**src/rtl/wb_burst_master.sv**
```systemverilog
// Wishbone burst initiator: one 128-bit line as a 4-beat incrementing burst
// plus an end-of-burst terminator cycle, with bus-error and timeout abort.
module wb_burst_master #(
  parameter int TIMEOUT = 255
) (
  input  logic             i_clk,
  input  logic             i_rst,
  input  logic             i_req,
  input  logic             i_we,
  input  logic [31:0]      i_addr,
  input  logic [3:0][31:0] i_line_data,
  input  logic [3:0][3:0]  i_line_strb,
  output logic [3:0][31:0] o_line_data,
  output logic             o_busy,
  output logic             o_done,
  output logic             o_err,
  output logic             o_wb_cyc,
  output logic             o_wb_stb,
  output logic             o_wb_we,
  output logic [2:0]       o_wb_cti,
  output logic [3:0]       o_wb_sel,
  output logic [31:0]      o_wb_addr,
  output logic [31:0]      o_wb_data,
  input  logic             i_wb_ack,
  input  logic             i_wb_err,
  input  logic [31:0]      i_wb_data
);
  localparam int TW = $clog2(TIMEOUT + 1);

  typedef enum logic [1:0] {IDLE, BURST, TERM, DONE} state_t;

  state_t           state, state_n;
  logic [1:0]       beat, beat_n;
  logic [TW-1:0]    tcnt, tcnt_n;
  logic             we_q, we_n;
  logic [27:0]      line_q, line_n;
  logic [3:0][31:0] wdata_q, wdata_n;
  logic [3:0][3:0]  strb_q, strb_n;
  logic             accept, capture, abort;
  logic             bus_on;

  always_comb begin
    state_n = state;
    beat_n  = beat;
    tcnt_n  = tcnt;
    we_n    = we_q;
    line_n  = line_q;
    wdata_n = wdata_q;
    strb_n  = strb_q;
    accept  = 1'b0;
    capture = 1'b0;
    abort   = 1'b0;
    case (state)
      IDLE: if (i_req) begin
        accept  = 1'b1;
        state_n = BURST;
        beat_n  = '0;
        tcnt_n  = '0;
        we_n    = i_we;
        line_n  = i_addr[31:4];
        wdata_n = i_line_data;
        strb_n  = i_line_strb;
      end
      BURST: begin
        // err beats ack, ack beats timeout
        if (i_wb_err) begin
          abort   = 1'b1;
          state_n = DONE;
        end else if (i_wb_ack) begin
          capture = !we_q;
          tcnt_n  = '0;
          beat_n  = beat + 2'd1;
          if (beat == 2'd3) state_n = TERM;
        end else begin
          if (tcnt != TW'(TIMEOUT)) tcnt_n = tcnt + TW'(1);
          if (tcnt_n == TW'(TIMEOUT)) begin
            abort   = 1'b1;
            state_n = DONE;
          end
        end
      end
      TERM:    state_n = DONE;
      default: state_n = IDLE;
    endcase
  end

  assign bus_on = (state_n == BURST) || (state_n == TERM);

  // Bus outputs are registered from next-state values so beat 0 appears the
  // cycle right after acceptance and each beat advances on its ack edge.
  always_ff @(posedge i_clk or posedge i_rst) begin
    if (i_rst) begin
      state       <= IDLE;
      beat        <= '0;
      tcnt        <= '0;
      we_q        <= 1'b0;
      line_q      <= '0;
      wdata_q     <= '0;
      strb_q      <= '0;
      o_line_data <= '0;
      o_busy      <= 1'b0;
      o_done      <= 1'b0;
      o_err       <= 1'b0;
      o_wb_cyc    <= 1'b0;
      o_wb_stb    <= 1'b0;
      o_wb_we     <= 1'b0;
      o_wb_cti    <= 3'b000;
      o_wb_sel    <= 4'h0;
      o_wb_addr   <= '0;
      o_wb_data   <= '0;
    end else begin
      state   <= state_n;
      beat    <= beat_n;
      tcnt    <= tcnt_n;
      we_q    <= we_n;
      line_q  <= line_n;
      wdata_q <= wdata_n;
      strb_q  <= strb_n;
      if (capture) o_line_data[beat] <= i_wb_data;
      o_busy <= (state_n != IDLE);
      o_done <= (state_n == DONE);
      if (accept)     o_err <= 1'b0;
      else if (abort) o_err <= 1'b1;
      o_wb_cyc <= bus_on;
      o_wb_stb <= bus_on;
      o_wb_we  <= bus_on & we_n;
      if (state_n == BURST) begin
        o_wb_cti  <= 3'b010;
        o_wb_addr <= {line_n, beat_n, 2'b00};
        o_wb_sel  <= we_n ? strb_n[beat_n] : 4'hF;
        o_wb_data <= we_n ? wdata_n[beat_n] : 32'h0;
      end else if (state_n == TERM) begin
        o_wb_cti  <= 3'b111;
        o_wb_addr <= {line_n, 2'b11, 2'b00};
        o_wb_sel  <= 4'h0;
        o_wb_data <= 32'h0;
      end else begin
        o_wb_cti  <= 3'b000;
        o_wb_addr <= 32'h0;
        o_wb_sel  <= 4'h0;
        o_wb_data <= 32'h0;
      end
    end
  end

endmodule

```
**config.mk**
```make
export PLATFORM = sky130hd
export DESIGN_NAME = wb_burst_master
export DESIGN_NICKNAME = d
export VERILOG_FILES = /design/src/rtl/wb_burst_master.sv
export SDC_FILE = /design/constraint.sdc
export NUM_CORES = 1
export LEC_CHECK = 0
export ABC_AREA = 1
export ABC_CLOCK_PERIOD_IN_PS = 34700
export BUFFER_PORTS_ARGS = -buffer_cell sky130_fd_sc_hd__buf_2
export CAP_MARGIN = 10
export CORE_ASPECT_RATIO = 0.6
export CORE_MARGIN = 2
export CORE_UTILIZATION = 33
export CTS_CLUSTER_DIAMETER = 120
export CTS_CLUSTER_SIZE = 10
export DETAILED_ROUTE_END_ITERATION = 16
export MAX_ROUTING_LAYER = met4
export PLACE_DENSITY = 0.62
export SLEW_MARGIN = 40
export SYNTH_ARGS = -nofsm -noshare
export SYNTH_HDL_FRONTEND = slang
export SYNTH_SLANG_ARGS = --single-unit
```
**constraint.sdc**
```tcl
create_clock -name i_clk -period 34.7 [get_ports i_clk]
set_input_delay 3.47 -clock i_clk [delete_from_list [all_inputs] [get_ports i_clk]]
set_output_delay 3.47 -clock i_clk [all_outputs]
set_load 0.03 [all_outputs]
```
==> results.cfg, run 1 <==
[timing]
max_clock_freq_ghz = 0.181
final.period_utilization = 0.159
tightest_slew_ps = 790
finalClockSkew_ps = 22.7
fin_tns_setup_ps = 0
rsz0062_at_grt = no
setup_viol = 0
slew_viol_final = 0
fin_crit_ps = 5520
finalHoldViolations = 0
slew_headroom = 0.474

[power_and_ir_drop]
peakVddDrop_v = 0.0000514
powerDensity_nw_per_um2 = 101
power.leakage_uw = 0.0102

[synth]
netlist_instances = 1704
seq_area_frac_synth = 0.608
synth.distinct_cells = 29
ys_ff_latch = 385
yosys_warnings = 0
synth.avg_cell_area_um2 = 9.29
syn_area_um2 = 15800

[critical_path]
cpPeakStageDelay_ps = 630
r2r_setup_slack_ps = 31700
cpMaxStageDelayCell = buf_4
critPathKind = in -> reg
cp_max_fo = 102
crit_path_end_kind = flip-flop
crit_required_ps = 35170
crit_arrival_ps = 5990
cp_cell_sequence = buf_2 > nand3_4 > inv_6 > buf_4 > or2_0 > o21ai_0 > nand2_1 > o211ai_1 > a21oi_1
start_kind = primary input

[floorplan]
start_util = 0.333
fp.dieArea_um2 = 49800
row_count = 62
dieHeight_um = 174
num_io_pins = 419
core_area_um2 = 47600
die_w_um = 287

[job]
maxCapViolCount = 0

[route]
drt_iter0_drc = 859
wirelength_um = 44900
remaining_drc_errors = 0
routedWlPerCell_um = 16.4
avgViaCountPerCell = 4.64
num_vias = 12700
postRouteAntennaNets = 0
first_pass_iters = 5

[finish]
area_growth_pct = 24.3
drive_gt1_frac = 0.303
fin_area_um2 = 19700
finalNetCount = 2309

[outcome]
status = completed

[clock_tree]
root_buffer = clkbuf_16
cts_hold_buf = 0
clk-insertion-delay-late_ps = 550
cts_buffers = 44
post_cts_resized = 0
cts_sinks = 385
cts_buffer_depth = 3
htreeDepth = 2
post-cts-setup-buffers = 0
clk_pin_slew_ps = 60
cts_tree = yes

[grt]
grt_pass1_vias = 12600
track_usage = 0.184
overflow = 0
grt_pass1_wl_um = 70800
grt_max_degree = 111
antenna_found_initial = 17

[place]
dp_hpwl_um = 29700
place_area_um2 = 18400
gp_congestion = 0.855
io_buffers = 412

[worst_hold_path]
holdCritPathClass = reg -> reg
[cells by family after synthesis]
kind of cell	after synthesis	synth area share
AO/OA/AOI/OAI	349	0.113
AND/OR/NAND/NOR	631	0.187
other	1	0.000237
buffers and inverters	328	0.0841
flip-flops	385	0.608
XOR/XNOR	1	0.000553
adder cells (fa/ha/maj)	9	0.00711
[power by group]
group	internal (uW)	leakage [uW]	switching, uW	total, uW
clock	232	0.000574	174	406
sequential	642	0.00472	64.0	706
combinational	271	0.00487	597	869
[critical path, delay by kind of cell]
family / cells / cell delay [ps]
AOI/OAI and AO/OA: 3 / 510
buffers and inverters: 3 / 1340
and+or+nand+nor: 3 / 590
[layout make-up]
cell class | instances | area, um2
antenna | 13 | 32.5
clock buffer | 46 | 1150
clock inverter | 2 | 23.8
fill | 4783 | 28000
inverter | 233 | 887
multi-input combinational | 992 | 4900
sequential | 385 | 9630
tap | 640 | 801
timing repair buffer | 430 | 2250
[synthesized netlist by cell type]
library cell	instances	share of area
o21ai_0	171	0.054
nand2_2	2	0.00079
a21oi_1	33	0.010
nand2_4	4	0.0028
xor2_1	1	0.00055
or2_2	133	0.053
nand2_1	333	0.079
a31oi_1	1	0.00040
nand4_1	1	0.00040
dfrtp_1	385	0.61
o32ai_1	1	0.00055
or2_0	25	0.0099
ha_1	9	0.0071
buf_2	27	0.0085
conb_1	1	0.00024
o21ai_1	131	0.041
nor3_1	1	0.00032
nand3_2	3	0.0019
inv_1	227	0.054
buf_6	6	0.0043
nor2_1	40	0.0095
inv_2	6	0.0014
nor2_8	1	0.0013
clkbuf_1	56	0.013
nand3_1	87	0.027
o211ai_1	11	0.0052
buf_4	6	0.0028
o22ai_2	1	0.00079
nor3_4	1	0.0010
[registers in the layout (all words and copies together) (netlist names), 2 cells and up]
name         count
line_q          28
o_wb_sel         4
strb_q          16
wdata_q        128
state            2
o_wb_addr       30
o_line_data    128
tcnt             8
o_wb_data       32
beat             2
[per-stage QoR]
stage / cells / total power [uW] / hold slack [ps] / utilization / setup WS [ps]
5_1_grt: 2737 / 2130 / 486 / 0.413 / 28920
2_1_floorplan: 1705 / 1330 / 445 / - / 20530
3_3_place_gp: 2678 / 1560 / 462 / 0.386 / 27920
6_report: 2741 / 1980 / 477 / 0.413 / 29180
4_1_cts: 2727 / 2010 / 477 / 0.412 / 28630
3_5_place_dp: 2679 / 1580 / 465 / 0.387 / 28030
[path summary, 6_finish.rpt]
check	startpoint	endpoint	cells past startpoint
min in group asynchronous	i_rst	o_line_data[65]$_DFFE_PP0P_	2
worst min register to register	wdata_q[120]$_DFF_PP0_	wdata_q[120]$_DFF_PP0_	2
max in group asynchronous	i_rst	line_q[13]$_DFF_PP0_	4
worst max-delay path	i_req	o_wb_data[9]$_DFF_PP0_	9
worst min-delay path	wdata_q[120]$_DFF_PP0_	wdata_q[120]$_DFF_PP0_	2
worst max register to register	state[0]$_DFF_PP0_	o_wb_data[9]$_DFF_PP0_	9
[placed cells by master (no fill, tap or decap), drive strengths merged]
| master | Yosys | routed |
|---|---|---|
| a31oi | 1 | 1 |
| o21ai | 302 | 302 |
| nand4 | 1 | 1 |
| nor2 | 41 | 41 |
| buf | 39 | 430 |
| nand2 | 339 | 339 |
| o211ai | 11 | 11 |
| clkbuf | 56 | 46 |
| nor3 | 2 | 2 |
| xor2 | 1 | 1 |
| dfrtp | 385 | 385 |
| o32ai | 1 | 1 |
| clkinv | 0 | 1 |
| ha | 9 | 9 |
| inv | 233 | 233 |
| conb | 1 | 2 |
| o22ai | 1 | 1 |
| nand3 | 90 | 90 |
| a21oi | 33 | 33 |
| diode | 0 | 13 |
| or2 | 158 | 158 |
| clkinvlp | 0 | 1 |
[metal layers]
layer	up-vias	routed length, um	share of wire	GRT usage
li1	6082	-	-	-
met1	6194	20300	0.45	0.250
met2	359	21000	0.47	0.280
met3	93	2480	0.055	0.0354
met4	0	1120	0.025	0.0560
met5	-	0	0	-
(Power assumes the default switching activity.)
==> run 2: changes to the inputs <==
--- a/config.mk
+++ b/config.mk
@@ -6,7 +6,7 @@
 export NUM_CORES = 1
 export LEC_CHECK = 0
 export ABC_AREA = 1
-export ABC_CLOCK_PERIOD_IN_PS = 34700
+export ABC_CLOCK_PERIOD_IN_PS = 5750
 export BUFFER_PORTS_ARGS = -buffer_cell sky130_fd_sc_hd__buf_2
 export CAP_MARGIN = 10
 export CORE_ASPECT_RATIO = 0.6
==> constraint.sdc (replaced) <==
create_clock -name i_clk -period 5.75 [get_ports i_clk]
set_input_delay 0.575 -clock i_clk [delete_from_list [all_inputs] [get_ports i_clk]]
set_output_delay 0.575 -clock i_clk [all_outputs]
set_load 0.03 [all_outputs]
==> run 2 against run 1 <==
Compared with the run above:
- register-to-register slack worse by 29000 ps
- clock-buffer cell count unchanged
- critical path depth is 5 higher
- highest routed layer unchanged
==> results.cfg, run 2 (same netlist as run 1, synthesis figures left out) <==
[timing]
holdWs_ps = 49.9
setup_viol = 0
slew_headroom = 0.474
tightest_slew_ps = 790
finalClockSkew_ps = 15.9
max_clock_freq_ghz = 0.331
final.period_utilization = 0.525
rsz0062_at_grt = no
slew_viol_final = 0
finalHoldViolations = 0
fin_crit_ps = 3020

[route]
postRouteAntennaNets = 0
wirelength_um = 44600
num_vias = 12600
remaining_drc_errors = 0
drt_iter0_drc = 839
routedWlPerCell_um = 16.3
first_pass_iters = 5
avgViaCountPerCell = 4.61

[clock_tree]
clk-insertion-delay-late_ps = 550
root_buffer = clkbuf_16
clk_pin_slew_ps = 60
cts_sinks = 385
htreeDepth = 2
post_cts_resized = 0
post-cts-setup-buffers = 0
cts_buffers = 44
cts_buffer_depth = 3
cts_hold_buf = 0
cts_tree = yes

[critical_path]
crit_path_end_kind = flip-flop
rr_worst_depth = 14
cp_cell_sequence = ha_1 > nand2_1 > nor2_1 > nand2_1 > o21ai_0 > nand2_1 > nor2_1 > nand3_1 > nand2_1 > a21oi_1 > ha_1 > nor2_4 > buf_4 > nor2_1
cpMaxStageDelayCell = nor2_4
crit_required_ps = 6170
crit_arrival_ps = 3450
cp_max_fo = 23
cpPeakStageDelay_ps = 550
crit_buf_inv = 1
crit_cells = 14
critPathKind = reg -> reg
start_kind = flip-flop
path_common_cell = nand2_1
critPathTopFamily = simple AND/OR/NAND/NOR gates

[worst_hold_path]
holdCritPathClass = in -> async

[place]
place_inst = 2678
place_area_um2 = 18500
dp_hpwl_um = 29600
gp_congestion = 0.838
io_buffers = 412

[power_and_ir_drop]
power.leakage_uw = 0.0102
power_uw = 11900
peakVddDrop_v = 0.000252
powerDensity_nw_per_um2 = 607

[finish]
final_cells = 2733
fin_area_um2 = 19700
reg_top3 = o_line_data x128, wdata_q x128, o_wb_data x32
area_growth_pct = 24.3
mostFrequentLayoutCell = buf_2
drive_gt1_frac = 0.303
final_cell_mix = 412 x buf_2, 385 x dfrtp_1, 333 x nand2_1
finalNetCount = 2308

[floorplan]
num_io_pins = 419
fp.dieArea_um2 = 49800
core_area_um2 = 47600
dieHeight_um = 174
die_w_um = 287
row_count = 62
start_util = 0.333

[grt]
track_usage = 0.184
grt_pass1_wl_um = 70600
overflow = 0
grt_pass1_vias = 12700
grt_max_degree = 159
antenna_found_initial = 11

[outcome]
status = completed

[job]
maxCapViolCount = 0
[run 2: changes by cell type in the layout (fill, tap and decap cells not counted), sizes merged]
| cell | previous run | this run |
|---|---|---|
| buf | 430 | 429 |
| diode | 13 | 6 |
| clkinvlp | 1 | 2 |
| inv | 233 | 232 |
[run 2: final timing paths]
| path | slack [ps] | from | end |
|---|---|---|---|
| max in group asynchronous | 4450 | i_rst | o_line_data[0]$_DFFE_PP0P_ |
| worst min register to register | 480 | wdata_q[127]$_DFF_PP0_ | wdata_q[127]$_DFF_PP0_ |
| worst min-delay path | 50 | i_rst | line_q[18]$_DFF_PP0_ |
| worst max register to register | 2730 | tcnt[0]$_DFFE_PP0P_ | o_wb_addr[16]$_DFF_PP0_ |
| worst max-delay path | 2730 | tcnt[0]$_DFFE_PP0P_ | o_wb_addr[16]$_DFF_PP0_ |
| min in group i_clk | 240 | i_line_data[107] | wdata_q[107]$_DFF_PP0_ |
[run 2: final cells by class]
class,instances,area [um2]
fill,4813,27900
antenna,6,15.0
inverter,233,883
sequential,385,9630
multi-input combinational,992,4910
tap,640,801
clock buffer,46,1150
timing repair buffer,429,2270
clock inverter,2,23.8
[run 2: where the power goes]
part | internal (uW) | leakage [uW] | total, uW | switching [uW]
clock | 1400 | 0.000574 | 2450 | 1050
combinational | 1640 | 0.00488 | 5240 | 3600
sequential | 3870 | 0.00472 | 4250 | 382
total | 6910 | 0.0102 | 11900 | 5030
[run 2: stage by stage]
step	setup slack (ps)	setup TNS (ps)	utilization
after floorplan	-0.958	-369	-
after global placement	2340	0	0.387
after detailed placement	2360	0	0.388
after CTS	2590	0	0.412
after global routing	2310	0	0.413
final	2730	0	0.413
[run 2: per-layer routing]
| layer | wire length [um] | track usage | up-vias |
|---|---|---|---|
| met3 | 2270 | 0.0337 | 107 |
| met1 | 20100 | 0.245 | 6071 |
| met5 | 0 | - | - |
| li1 | - | - | 6073 |
| met2 | 20500 | 0.277 | 341 |
| met4 | 1740 | 0.0740 | 0 |
[run 2: worst reg2reg max path: cells and delay by family (launching register included)]
kind,cells,cell delay (ps)
buffers and inverters,1,270
AOI/OAI and AO/OA,2,320
and+or+nand+nor,9,1400
DFF,1,390
adders and majority gates,2,510
